### config.mk
export PLATFORM = sky130hd
export DESIGN_NAME = fill_fwd_streamer_flat
export DESIGN_NICKNAME = d
export VERILOG_FILES = /design/src/rtl/fill_fwd_streamer_pkg.sv /design/src/rtl/fill_fwd_streamer_if.sv /design/src/rtl/fill_fwd_streamer_fill_txn_table.sv /design/src/rtl/fill_fwd_streamer.sv /design/src/flat_wrapper.sv
export SDC_FILE = /design/constraint.sdc
export NUM_CORES = 1
export LEC_CHECK = 0
export ABC_AREA = 1
export CAP_MARGIN = 20
export CORE_AREA = 2 2 192 194
export CTS_BUF_LIST = sky130_fd_sc_hd__clkbuf_8
export DETAILED_ROUTE_END_ITERATION = 6
export DIE_AREA = 0 0 194 196
export PLACE_DENSITY = 0.84
export SLEW_MARGIN = 10
export SYNTH_ARGS = -nofsm -noshare
export SYNTH_HDL_FRONTEND = slang
export SYNTH_HIERARCHICAL = 1
export SYNTH_SLANG_ARGS = --single-unit
### constraint.sdc
create_clock -name clk -period 5.5 [get_ports clk]
set_clock_uncertainty 0.05 [all_clocks]
set_input_delay 1.1 -clock clk [delete_from_list [all_inputs] [get_ports clk]]
set_output_delay 1.1 -clock clk [all_outputs]
set_load 0.005 [all_outputs]
### src/rtl/fill_fwd_streamer_pkg.sv
// Shared types for the fill forward streamer: forward/cache-write beats and the per-ID fill tracker entry.
// Beat width comes from the global AXI_WIDTH macro (128-bit default).
`ifndef AXI_WIDTH
`define AXI_WIDTH 128
`endif

package fill_fwd_streamer_pkg;

  localparam int AXI_W      = `AXI_WIDTH;
  localparam int BEAT_BYTES = AXI_W / 8;
  localparam int BEAT_OFF   = $clog2(BEAT_BYTES);

  localparam logic [1:0] AXI_RESP_OKAY = 2'b00;

  typedef struct packed {
    logic             valid;
    logic [31:0]      addr;
    logic [AXI_W-1:0] data;
  } LdDataFwd;

  typedef struct packed {
    logic             valid;
    logic [31:0]      addr;
    logic [AXI_W-1:0] data;
  } CacheWrite;

  // lineAddr keeps the full address with the in-line offset bits cleared
  typedef struct packed {
    logic        valid;
    logic [31:0] lineAddr;
    logic [7:0]  startBeat;
    logic [7:0]  beatCnt;
  } FillTxn;

endpackage

### src/rtl/fill_fwd_streamer_if.sv
// Bundle of the snooped AR handshake, the R channel, the forward/cache-write outputs and the error flag.
`ifndef AXI_WIDTH
`define AXI_WIDTH 128
`endif

interface fill_fwd_streamer_if #(
  parameter int ID_WIDTH = 2
);
  import fill_fwd_streamer_pkg::*;

  logic                  IN_arValid;
  logic                  IN_arReady;
  logic [ID_WIDTH-1:0]   IN_arId;
  logic [31:0]           IN_arAddr;
  logic                  IN_rValid;
  logic                  OUT_rReady;
  logic [ID_WIDTH-1:0]   IN_rId;
  logic [`AXI_WIDTH-1:0] IN_rData;
  logic                  IN_rLast;
  logic [1:0]            IN_rResp;
  LdDataFwd              OUT_ldDataFwd;
  CacheWrite             OUT_cacheW;
  logic                  IN_cacheWReady;
  logic                  OUT_err;

  modport slave (
    input  IN_arValid, IN_arReady, IN_arId, IN_arAddr,
    input  IN_rValid, IN_rId, IN_rData, IN_rLast, IN_rResp,
    input  IN_cacheWReady,
    output OUT_rReady, OUT_ldDataFwd, OUT_cacheW, OUT_err
  );

  modport master (
    output IN_arValid, IN_arReady, IN_arId, IN_arAddr,
    output IN_rValid, IN_rId, IN_rData, IN_rLast, IN_rResp,
    output IN_cacheWReady,
    input  OUT_rReady, OUT_ldDataFwd, OUT_cacheW, OUT_err
  );

endinterface

### src/rtl/fill_fwd_streamer_fill_txn_table.sv
// Per-ID wrapping line-fill tracker: allocates on AR, advances/clears on R, and generates each beat's address.
module fill_txn_table
  import fill_fwd_streamer_pkg::*;
#(
  parameter int ID_WIDTH   = 2,
  parameter int LINE_BEATS = 4
) (
  input  logic                clk,
  input  logic                rst,
  input  logic                ar_fire_i,
  input  logic [ID_WIDTH-1:0] ar_id_i,
  input  logic [31:0]         ar_addr_i,
  input  logic                r_fire_i,
  input  logic [ID_WIDTH-1:0] r_id_i,
  input  logic                r_last_i,
  output logic                hit_o,
  output logic [31:0]         beat_addr_o,
  output logic                ar_dup_o,
  output logic                last_err_o
);

  localparam int          NUM_IDS    = 1 << ID_WIDTH;
  localparam int          LINE_BYTES = LINE_BEATS * BEAT_BYTES;
  localparam logic [7:0]  BEAT_MASK  = 8'(LINE_BEATS - 1);
  localparam logic [31:0] LINE_MASK  = ~32'(LINE_BYTES - 1);

  FillTxn     ent_q [NUM_IDS];
  FillTxn     ent_d [NUM_IDS];
  FillTxn     r_ent;
  logic [7:0] beat_idx;

  assign r_ent       = ent_q[r_id_i];
  assign hit_o       = r_ent.valid;
  assign beat_idx    = (r_ent.startBeat + r_ent.beatCnt) & BEAT_MASK;
  assign beat_addr_o = r_ent.lineAddr | (32'(beat_idx) << BEAT_OFF);

  assign last_err_o = r_fire_i && r_ent.valid && (r_last_i != (r_ent.beatCnt == BEAT_MASK));

  // A last beat retiring the same ID in the same cycle frees the slot, so that AR is legal
  assign ar_dup_o = ar_fire_i && ent_q[ar_id_i].valid &&
                    !(r_fire_i && r_ent.valid && r_last_i && (r_id_i == ar_id_i));

  always_comb begin
    for (int i = 0; i < NUM_IDS; i++) ent_d[i] = ent_q[i];
    if (r_fire_i && r_ent.valid) begin
      if (r_last_i) ent_d[r_id_i] = '0;
      else          ent_d[r_id_i].beatCnt = (r_ent.beatCnt + 8'd1) & BEAT_MASK;
    end
    if (ar_fire_i) begin
      ent_d[ar_id_i].valid     = 1'b1;
      ent_d[ar_id_i].lineAddr  = ar_addr_i & LINE_MASK;
      ent_d[ar_id_i].startBeat = 8'(ar_addr_i >> BEAT_OFF) & BEAT_MASK;
      ent_d[ar_id_i].beatCnt   = 8'd0;
    end
  end

  always_ff @(posedge clk or negedge rst) begin
    if (!rst) begin
      for (int i = 0; i < NUM_IDS; i++) ent_q[i] <= '0;
    end else begin
      for (int i = 0; i < NUM_IDS; i++) ent_q[i] <= ent_d[i];
    end
  end

endmodule

### src/rtl/fill_fwd_streamer.sv
// Turns AXI R line-fill beats into one-cycle load-data forwards and held cache-write beats.
// Optional FILL_ERR_CHECK_EN enables the sticky protocol error flag and drops bad beats.
`ifndef AXI_WIDTH
`define AXI_WIDTH 128
`endif

module fill_fwd_streamer
  import fill_fwd_streamer_pkg::*;
#(
  parameter int ID_WIDTH   = 2,
  parameter int LINE_BEATS = 4
) (
  input logic                 clk,
  input logic                 rst,
  fill_fwd_streamer_if.slave  bus
);

  logic             ar_fire;
  logic             r_fire;
  logic             hit;
  logic             keep;
  logic [31:0]      beat_addr;
  logic             ar_dup;
  logic             last_err;
  logic             cw_vld_q, cw_vld_d;
  logic             fwd_vld_q, fwd_vld_d;
  logic [31:0]      addr_q;
  logic [AXI_W-1:0] data_q;

  assign ar_fire        = bus.IN_arValid && bus.IN_arReady;
  assign bus.OUT_rReady = !cw_vld_q || bus.IN_cacheWReady;
  assign r_fire         = bus.IN_rValid && bus.OUT_rReady;

  fill_txn_table #(
    .ID_WIDTH   (ID_WIDTH),
    .LINE_BEATS (LINE_BEATS)
  ) u_table (
    .clk         (clk),
    .rst         (rst),
    .ar_fire_i   (ar_fire),
    .ar_id_i     (bus.IN_arId),
    .ar_addr_i   (bus.IN_arAddr),
    .r_fire_i    (r_fire),
    .r_id_i      (bus.IN_rId),
    .r_last_i    (bus.IN_rLast),
    .hit_o       (hit),
    .beat_addr_o (beat_addr),
    .ar_dup_o    (ar_dup),
    .last_err_o  (last_err)
  );

`ifdef FILL_ERR_CHECK_EN
  logic err_q, err_d;

  assign keep = hit && (bus.IN_rResp == AXI_RESP_OKAY);
  assign err_d = err_q || ar_dup || last_err ||
                 (r_fire && (!hit || (bus.IN_rResp != AXI_RESP_OKAY)));

  always_ff @(posedge clk or negedge rst) begin
    if (!rst) err_q <= 1'b0;
    else      err_q <= err_d;
  end

  assign bus.OUT_err = err_q;
`else
  logic unused_chk;

  assign keep        = hit;
  assign unused_chk  = ^{bus.IN_rResp, ar_dup, last_err};
  assign bus.OUT_err = 1'b0;
`endif

  // An accepted beat always finds the output slot free or draining this cycle
  always_comb begin
    cw_vld_d  = cw_vld_q && !bus.IN_cacheWReady;
    fwd_vld_d = 1'b0;
    if (r_fire) begin
      cw_vld_d  = keep;
      fwd_vld_d = keep;
    end
  end

  always_ff @(posedge clk or negedge rst) begin
    if (!rst) begin
      cw_vld_q  <= 1'b0;
      fwd_vld_q <= 1'b0;
    end else begin
      cw_vld_q  <= cw_vld_d;
      fwd_vld_q <= fwd_vld_d;
    end
  end

  always_ff @(posedge clk) begin
    if (r_fire && keep) begin
      addr_q <= beat_addr;
      data_q <= bus.IN_rData;
    end
  end

  assign bus.OUT_cacheW    = '{valid: cw_vld_q,  addr: addr_q, data: data_q};
  assign bus.OUT_ldDataFwd = '{valid: fwd_vld_q, addr: addr_q, data: data_q};

endmodule
### src/flat_wrapper.sv
// flat-port wrapper written by rule: the top's interface ports become plain ports
module fill_fwd_streamer_flat import fill_fwd_streamer_pkg::*;
#(
  parameter int ID_WIDTH   = 2,
  parameter int LINE_BEATS = 4
)
  (clk, rst, bus_IN_arValid, bus_IN_arReady, bus_IN_arId, bus_IN_arAddr, bus_IN_rValid, bus_IN_rId, bus_IN_rData, bus_IN_rLast, bus_IN_rResp, bus_IN_cacheWReady, bus_OUT_rReady, bus_OUT_ldDataFwd, bus_OUT_cacheW, bus_OUT_err);
  fill_fwd_streamer_if #(.ID_WIDTH(ID_WIDTH)) bus_i ();
  input logic clk;
  input logic rst;
  input wire logic [$bits(bus_i.IN_arValid)-1:0] bus_IN_arValid;
  input wire logic [$bits(bus_i.IN_arReady)-1:0] bus_IN_arReady;
  input wire logic [$bits(bus_i.IN_arId)-1:0] bus_IN_arId;
  input wire logic [$bits(bus_i.IN_arAddr)-1:0] bus_IN_arAddr;
  input wire logic [$bits(bus_i.IN_rValid)-1:0] bus_IN_rValid;
  input wire logic [$bits(bus_i.IN_rId)-1:0] bus_IN_rId;
  input wire logic [$bits(bus_i.IN_rData)-1:0] bus_IN_rData;
  input wire logic [$bits(bus_i.IN_rLast)-1:0] bus_IN_rLast;
  input wire logic [$bits(bus_i.IN_rResp)-1:0] bus_IN_rResp;
  input wire logic [$bits(bus_i.IN_cacheWReady)-1:0] bus_IN_cacheWReady;
  output wire logic [$bits(bus_i.OUT_rReady)-1:0] bus_OUT_rReady;
  output wire logic [$bits(bus_i.OUT_ldDataFwd)-1:0] bus_OUT_ldDataFwd;
  output wire logic [$bits(bus_i.OUT_cacheW)-1:0] bus_OUT_cacheW;
  output wire logic [$bits(bus_i.OUT_err)-1:0] bus_OUT_err;
  assign bus_i.IN_arValid = bus_IN_arValid;
  assign bus_i.IN_arReady = bus_IN_arReady;
  assign bus_i.IN_arId = bus_IN_arId;
  assign bus_i.IN_arAddr = bus_IN_arAddr;
  assign bus_i.IN_rValid = bus_IN_rValid;
  assign bus_i.IN_rId = bus_IN_rId;
  assign bus_i.IN_rData = bus_IN_rData;
  assign bus_i.IN_rLast = bus_IN_rLast;
  assign bus_i.IN_rResp = bus_IN_rResp;
  assign bus_i.IN_cacheWReady = bus_IN_cacheWReady;
  assign bus_OUT_rReady = bus_i.OUT_rReady;
  assign bus_OUT_ldDataFwd = bus_i.OUT_ldDataFwd;
  assign bus_OUT_cacheW = bus_i.OUT_cacheW;
  assign bus_OUT_err = bus_i.OUT_err;
  fill_fwd_streamer #(.ID_WIDTH(ID_WIDTH), .LINE_BEATS(LINE_BEATS)) u_core (.clk(clk), .rst(rst), .bus(bus_i));
endmodule
==> impl_metrics.yaml, run 1 <==
run_status:
  result_of_the_run: "finished, final reports clean"
sta:
  timing.max_slew.rel_slack: 0.392
  setup-violations-final: 0
  rsz_0062_raised_after_global_routing: "false"
  finalCriticalPeriod_ps: 3360
  timing.final.ws_setup_ps: 2140
  fmaxAchievable_mhz: 298
  min_period_over_period: 0.610
  tightest_slew_ps: 912
  final_max_slew_viols: 0
  final.hold.worst_slack_ps: 431
  setup_total_negative_slack_ps: 0
  final_hold_viol_count: 0
placed_design:
  preCtsSetupSlack_ps: 1490
  placed_instances: 1915
  dpl_cell_area_um2: 17200
  finalWeightedCongestion: 0.978
  io_buffers: 489
  detailed_place_hpwl_um: 33000
route:
  final_antenna_net_count: 0
  detailedRoute.firstIterationViolations: 953
  vias_per_cell: 4.89
  finalWirelength_um: 46300
  wl_per_cell_um: 22.9
  drc_violation_count_after_routing: 0
  drt_first_pass_iters: 5
  dr_total_vias: 9904
floorplanning:
  initial_core_util: 0.362
  io_pins: 497
  chipHeight_um: 196
  core_um2: 36100
  rows: 70
  die-area_um2: 38000
  die_width_um: 194
clocking:
  htree_num_levels: 2
  cts.repair_timing.setup_buffer_count: 0
  clock_latency_ps: 640
  root_buffer: "clkbuf_8"
  cts_sinks: 310
  cts-buffers-inserted: 56
  clock_tree_from_tritoncts: "done"
  cts.repair.resized: 0
  max-clock-path-buffers: 3
  clk_pin_slew_worst_paths_ps: 60
  holdBufCountCts: 0
setup_path:
  type_of_origin_of_the_critical_path: "input port"
  critical_path_peak_fanout: 26
  crit_type: "in -> reg"
  end_kind: "flip-flop"
  timing.critical_path.required_ps: 5810
  arrival_ps: 3670
synth:
  synthesis.area_um2: 13100
  synth_area_per_cell_um2: 11.3
  yosys_warnings: 6
  syn-num-nets: 1333
  syn-instance-count: 1158
layout:
  areaGrowthSynthToFinish_pct: 40.4
  final-instance-count-excl-fill: 2025
  layout-drive-gt1-share: 0.0921
  layout.cell_area.non_filler_um2: 18300
  num-nets-final: 1680
pwr:
  vdd_ir_drop_max_mv: 0.247
  power_leakage_uw: 0.00782
  cellPowerDensity_nw_per_um2: 345
hold_path:
  min_path_type: "reg -> reg"
global_routing:
  globalRoute.totalOverflow: 0
  antenna_violations_before_repair: 8
  grt_start_max_net_pins: 99
  grt_pass1_wl_um: 65900
  groute.usage.overall: 0.236
  via_count_of_the_first_global_routing_pass: 9719
flow_run:
  drv_cap: 0
## layout make-up
class | instances | area, µm²
Fill cell | 3128 | 17700
Sequential cell | 310 | 8560
Timing Repair Buffer | 500 | 5000
Multi-Input combinational cell | 571 | 2770
Clock buffer | 66 | 908
Tap cell | 468 | 586
Clock inverter | 39 | 258
Inverter | 66 | 250
Antenna cell | 5 | 12.5
## registers in the layout, summed over array words and instances (netlist names)
signal,flops
u_core/data_q,128
u_core/addr_q,32
u_core/cw_vld_q,1
u_core/u_table/ent_q,148
u_core/fwd_vld_q,1
## power by group
group	internal, µW	switching [µW]	total, µW
clock	1240	1000	2240
combinational	588	504	1090
sequential	2800	191	2990
total	4620	1700	6320
## worst max-delay path, cell delays in order
cell	delay [ps]
clkdlybuf4s50_1	880
nand2_2	300
inv_2	500
a22oi_1	140
nand2_1	160
ha_1	240
a21oi_1	180
o2111ai_1	150
## final timing paths
path / start / end / slack [ps] / cells after the start
worst max-delay path: bus_IN_rId[0] / u_core/addr_q[4] / 2140 / 8
worst max register to register: u_core/cw_vld_q / u_core/u_table/ent_q[156] / 3350 / 8
min in group asynchronous: rst / u_core/u_table/ent_q[38] / 510 / 1
worst min register to register: u_core/u_table/ent_q[146] / u_core/u_table/ent_q[146] / 430 / 2
max in group asynchronous: rst / u_core/u_table/ent_q[23] / 3620 / 2
worst min-delay path: u_core/u_table/ent_q[146] / u_core/u_table/ent_q[146] / 430 / 2
## cell usage in the layout, fill, tap and decap left out, drive strengths merged
cell type	n
a22oi	40
ha	2
clkdlybuf4s50	488
clkbuf	66
bufinv	3
nor2	39
buf	12
nand2	323
conb	1
nand3	102
o22ai	4
a21oi	9
nand4	3
clkinv	13
clkinvlp	1
dfrtp	150
diode	5
o221ai	2
inv	88
edfxtp	160
o2111ai	1
o21ai	45
## per-stage QoR
stage                     power [µW]   util
after floorplan                 3500      -
after global placement          4070  0.476
after detailed placement        4120  0.476
after CTS                       6380  0.508
after global routing            6600  0.508
final                           6320  0.508
## metal layers
| layer | vias to the layer above | routed length [µm] | track usage |
|---|---|---|---|
| met3 | 65 | 4880 | 0.0901 |
| met2 | 489 | 21500 | 0.364 |
| met1 | 4954 | 19200 | 0.317 |
| met4 | 6 | 754 | 0.0480 |
| met5 | - | 34 | 0 |
| li1 | 4390 | - | - |
Note: power is estimated with default switching activity, not from simulation.
==> inputs of run 2 (changes only) <==
--- a/config.mk
+++ b/config.mk
@@ -11,7 +11,7 @@
 export CTS_BUF_LIST = sky130_fd_sc_hd__clkbuf_8
 export DETAILED_ROUTE_END_ITERATION = 6
 export DIE_AREA = 0 0 194 196
-export PLACE_DENSITY = 0.84
+export PLACE_DENSITY = 0.81
 export SLEW_MARGIN = 10
 export SYNTH_ARGS = -nofsm -noshare
 export SYNTH_HDL_FRONTEND = slang
==> constraint.sdc (replaced) <==
create_clock -name clk -period 3.4 [get_ports clk]
set_clock_uncertainty 0.05 [all_clocks]
set_input_delay 0.68 -clock clk [delete_from_list [all_inputs] [get_ports clk]]
set_output_delay 0.68 -clock clk [all_outputs]
set_load 0.005 [all_outputs]
==> run 2 against run 1 <==
Via count grew 1.1%. Global-route usage is essentially flat. Register-to-register slack lost 1900 ps. Non-clock buffer count grew 7. Final area shrank 0.61%. Worst hold slack lost 330 ps. Final cell count shrank 0.35%. Power grew 55%. Sequential share of layout area grew 0.28 points. Largest cell class unchanged. Largest power group unchanged. Highest routed layer unchanged.
==> impl_metrics.yaml, run 2 (synthesis results as in run 1) <==
clocking:
  cts.repair_timing.setup_buffer_count: 0
  root_buffer: "clkbuf_8"
  htree_num_levels: 2
  cts_sinks: 310
  cts.repair.resized: 0
  holdBufCountCts: 0
  cts-buffers-inserted: 51
  clock_tree_from_tritoncts: "done"
  clock_latency_ps: 580
  max-clock-path-buffers: 3
  clk_pin_slew_worst_paths_ps: 60
setup_path:
  crit_type: "in -> reg"
  end_kind: "flip-flop"
  timing.critical_path.required_ps: 3560
  arrival_ps: 2810
  timing.reg2reg.setup_slack_ps: 1410
  type_of_origin_of_the_critical_path: "input port"
  critical_path_peak_fanout: 86
route:
  finalWirelength_um: 46700
  dr_total_vias: 10000
  wl_per_cell_um: 23.2
  final_antenna_net_count: 0
  detailedRoute.firstIterationViolations: 1010
  vias_per_cell: 4.96
  drc_violation_count_after_routing: 0
  drt_first_pass_iters: 5
pwr:
  cellPowerDensity_nw_per_um2: 536
  vdd_ir_drop_max_mv: 0.346
  power_leakage_uw: 0.00777
sta:
  timing.max_slew.rel_slack: 0.504
  final_max_slew_viols: 0
  setup-violations-final: 0
  rsz_0062_raised_after_global_routing: "false"
  min_period_over_period: 0.780
  finalCriticalPeriod_ps: 2650
  tightest_slew_ps: 745
  final.hold.worst_slack_ps: 102
  final_hold_viol_count: 0
  fmaxAchievable_mhz: 377
global_routing:
  via_count_of_the_first_global_routing_pass: 9848
  groute.usage.overall: 0.236
  globalRoute.totalOverflow: 0
  antenna_violations_before_repair: 9
  grt_start_max_net_pins: 87
  grt_pass1_wl_um: 66400
layout:
  layout.filler_cells: 3134
  areaGrowthSynthToFinish_pct: 39.6
  largest_register_ffs: 148
  layout.area.seq_um2: 8560
  layout.cells.most_common: "clkdlybuf4s50_1"
  layout-drive-gt1-share: 0.0913
  register_with_the_highest_flop_count: "u_core/u_table/ent_q"
  layout.cells.most_common_list: "488 x clkdlybuf4s50_1, 310 x nand2_1, 160 x edfxtp_1"
  layout.cell_area.non_filler_um2: 18200
  num-nets-final: 1682
  multi_input_comb_area_um2: 2780
  reg.largest.list: "u_core/u_table/ent_q x148, u_core/data_q x128, u_core/addr_q x32"
placed_design:
  dpl_cell_area_um2: 17300
  finalWeightedCongestion: 1.00
  io_buffers: 489
  detailed_place_hpwl_um: 34300
floorplanning:
  chipHeight_um: 196
  rows: 70
  io_pins: 497
  die_width_um: 194
  initial_core_util: 0.362
  core_um2: 36100
  die-area_um2: 38000
hold_path:
  min_path_type: "in -> async"
run_status:
  result_of_the_run: "finished, final reports clean"
flow_run:
  drv_cap: 0
run 2: cell count changes in the layout (fill, tap and decap cells not counted), sizes merged:
| cell | delta |
|---|---|
| bufinv | -2 |
| inv | +2 |
| clkinvlp | -1 |
| buf | +7 |
| clkbuf | -10 |
| clkinv | -3 |
run 2: worst paths after layout:
path | cells past startpoint | to | start
min in group clk | 2 | u_core/u_table/ent_q[19] | u_core/u_table/ent_q[19]
min | 1 | u_core/u_table/ent_q[40] | rst
min reg2reg | 2 | u_core/u_table/ent_q[19] | u_core/u_table/ent_q[19]
max reg2reg | 8 | u_core/u_table/ent_q[107] | u_core/cw_vld_q
max in group asynchronous | 2 | u_core/u_table/ent_q[137] | rst
max | 8 | u_core/data_q[1] | bus_IN_rId[0]
run 2: where the power goes:
group	internal, µW	leakage (µW)	switching [µW]	total (µW)
sequential	4520	0.00343	318	4840
clock	1600	0.000581	1530	3130
combinational	961	0.00376	837	1800
total	7090	0.00777	2690	9770
run 2: cell type report:
cell class / instances / share of cell area
inverters: 66 / 0.0143
repair buffers: 507 / 0.278
clock buffers: 56 / 0.0423
multi-input cells: 571 / 0.152
diodes: 5 / 0.000686
flip-flops and latches: 310 / 0.469
clock inverters: 35 / 0.0108
well taps: 468 / 0.0321
run 2: through the flow:
stage / power (µW) / cells / utilization / TNS [ps] / setup WS, ps
3_5_place_dp: 6690 / 1922 / 0.478 / 0 / 206
5_1_grt: 10200 / 2014 / 0.505 / 0 / 708
6_report: 9770 / 2018 / 0.505 / 0 / 749
2_1_floorplan: 5670 / 1158 / - / -107520 / -668
4_1_cts: 9860 / 2013 / 0.505 / 0 / 826
3_3_place_gp: 6620 / 1922 / 0.478 / 0 / 239
run 2: critical path, stage by stage:
cell and delay [ps]:
clkdlybuf4s50_1 780, nand2_4 140, inv_4 200, nand2_1 140, nand3_4 150, inv_2 70
nor2_4 160, buf_12 380
run 2: per-layer routing:
layer	GRT usage	share of wire	vias up	wire [µm]
met4	0.0455	0.015	6	707
li1	-	-	4376	-
met2	0.371	0.46	592	21600
met1	0.314	0.41	4971	18900
met3	0.0899	0.12	67	5450
met5	0	0.00077	-	36
==> inputs of run 3 (changes only) <==
==> constraint.sdc (replaced) <==
create_clock -name clk -period 2.7 [get_ports clk]
set_clock_uncertainty 0.05 [all_clocks]
set_input_delay 0.54 -clock clk [delete_from_list [all_inputs] [get_ports clk]]
set_output_delay 0.54 -clock clk [all_outputs]
set_load 0.005 [all_outputs]
==> run 3 against run 2 <==
Sequential power is 26% higher. Highest routed layer unchanged. Register-to-register slack got worse by 530 ps. Die area unchanged. Largest power group unchanged. Power rose by 29%. Final area up 1.9%. Sequential share of layout area down 0.89 points. Flip-flop and latch count unchanged.
==> impl_metrics.yaml, run 3 (synthesis results as in run 1) <==
sta:
  tightest_slew_ps: 625
  fmaxAchievable_mhz: 430
  setup-violations-final: 0
  min_period_over_period: 0.861
  final_hold_viol_count: 0
  final.hold.worst_slack_ps: 444
  rsz_0062_raised_after_global_routing: "false"
  finalCriticalPeriod_ps: 2320
  timing.max_slew.rel_slack: 0.583
  setup_total_negative_slack_ps: 0
  final_max_slew_viols: 0
route:
  vias_per_cell: 4.88
  finalWirelength_um: 46800
  detailedRoute.firstIterationViolations: 986
  drt_first_pass_iters: 6
  final_antenna_net_count: 0
  dr_total_vias: 9978
  drc_violation_count_after_routing: 0
  wl_per_cell_um: 22.9
setup_path:
  cp_num_buf_inv: 1
  timing.critical_path.from: "u_core/data_q[25]"
  worst_path_largest_cell_delay_ps: 730
  crit_family: "buffers and inverters"
  arrival_ps: 1730
  crit_type: "reg -> out"
  type_of_origin_of_the_critical_path: "flip-flop"
  end_kind: "output pin"
  crit_path_cell_trace: "clkdlybuf4s50_1"
  critical_path_peak_fanout: 2
  r2r-start: "u_core/u_table/ent_q[146]"
  critical-path-slowest-cell: "clkdlybuf4s50_1"
  timing.critical_path.required_ps: 2110
floorplanning:
  die_width_um: 194
  die-area_um2: 38000
  core_um2: 36100
  chipHeight_um: 196
  initial_core_util: 0.362
  io_pins: 497
  rows: 70
pwr:
  p_int_uw: 9180
  power_leakage_uw: 0.00793
  combPwrFrac: 0.186
  vdd_ir_drop_max_mv: 0.493
  sequential_share_of_power: 0.486
  pwr-share-clk: 0.328
  switchingPower_uw: 3380
  switching_share: 0.269
  overall_power_uw: 12600
  cellPowerDensity_nw_per_um2: 676
layout:
  layout.cells.most_common_list: "488 x clkdlybuf4s50_1, 310 x nand2_1, 160 x edfxtp_1"
  layout.cells.most_common: "clkdlybuf4s50_1"
  reg.largest.list: "u_core/u_table/ent_q x148, u_core/data_q x128, u_core/addr_q x32"
  layout-drive-gt1-share: 0.109
  register_with_the_highest_flop_count: "u_core/u_table/ent_q"
  largest_register_ffs: 148
  num-nets-final: 1706
  areaGrowthSynthToFinish_pct: 42.3
  final-instance-count-excl-fill: 2043
  layout.cell_area.non_filler_um2: 18600
global_routing:
  grt_pass1_wl_um: 66500
  globalRoute.totalOverflow: 0
  grt_start_max_net_pins: 65
  via_count_of_the_first_global_routing_pass: 9863
  groute.usage.overall: 0.238
  antenna_violations_before_repair: 12
clocking:
  clk_pin_slew_worst_paths_ps: 70
  cts_sinks: 310
  cts-buffers-inserted: 51
  clock_latency_ps: 590
  max-clock-path-buffers: 3
  clock_tree_from_tritoncts: "done"
  root_buffer: "clkbuf_8"
  cts.repair_timing.setup_buffer_count: 0
  htree_num_levels: 2
placed_design:
  finalWeightedCongestion: 1.02
  detailed_place_hpwl_um: 35400
  dpl_cell_area_um2: 17500
  placed_instances: 1945
  io_buffers: 489
hold_path:
  hold_start: "bus_IN_rData[97]"
  min_path_type: "in -> reg"
run_status:
  result_of_the_run: "finished, final reports clean"
flow_run:
  drv_cap: 0
[run 3: changes by cell type in the layout (fill, tap and decap cells not counted), sizes merged, moves of 2 or more]
cell    before  now
buf         19   42
clkbuf      56   63
clkinv      10   12
inv         90   82
[run 3: cell type report]
cell class | instances | area (µm²)
flip-flops and latches | 310 | 8560
fillers | 3055 | 17500
multi-input cells | 571 | 2780
clock buffers | 63 | 867
diodes | 4 | 10.0
clock inverters | 30 | 173
repair buffers | 531 | 5350
well taps | 468 | 586
inverters | 66 | 260
[run 3: power by group through the flow]
| stage | clock network [µW] | registers, µW | logic, µW |
|---|---|---|---|
| finish | 4120 | 6100 | 2340 |
| global route | 4410 | 6160 | 2520 |
| CTS | 4220 | 6100 | 2340 |
| detailed placement | 0 | 6180 | 2330 |
| global placement | 0 | 6150 | 2260 |
| floorplan | 0 | 6070 | 1070 |
[run 3: worst paths after layout]
path | endpoint | slack, ps | cells past startpoint
setup / recovery | bus_OUT_cacheW[25] | 380 | 1
hold / removal | u_core/data_q[97] | 440 | 1
max in group asynchronous | u_core/u_table/ent_q[78] | 1420 | 3
setup reg to reg | u_core/data_q[127] | 880 | 8
min in group asynchronous | u_core/u_table/ent_q[195] | 470 | 2
hold reg to reg | u_core/u_table/ent_q[114] | 440 | 2
[run 3: through the flow]
| stage | setup WS, ps | utilization |
|---|---|---|
| 6_report | 375 | 0.515 |
| 5_1_grt | 304 | 0.515 |
| 2_1_floorplan | -1230 | - |
| 4_1_cts | 323 | 0.515 |
| 3_3_place_gp | 5.33 | 0.486 |
| 3_5_place_dp | -31.2 | 0.486 |
[run 3: metal layers]
| layer | global-route usage | wire length (µm) | vias to the layer above | part of all wire |
|---|---|---|---|---|
| met5 | 0 | 66 | - | 0.0014 |
| met4 | 0.0457 | 552 | 12 | 0.012 |
| met3 | 0.0861 | 5140 | 46 | 0.11 |
| met2 | 0.377 | 21900 | 523 | 0.47 |
| met1 | 0.316 | 19100 | 4971 | 0.41 |
| li1 | - | - | 4426 | - |
[run 3: timing repair]
item | CTS | global route
hold buffers | 1 | 0
resized for setup | 0 | 0
endpoints found under the hold margin | 61 | 0
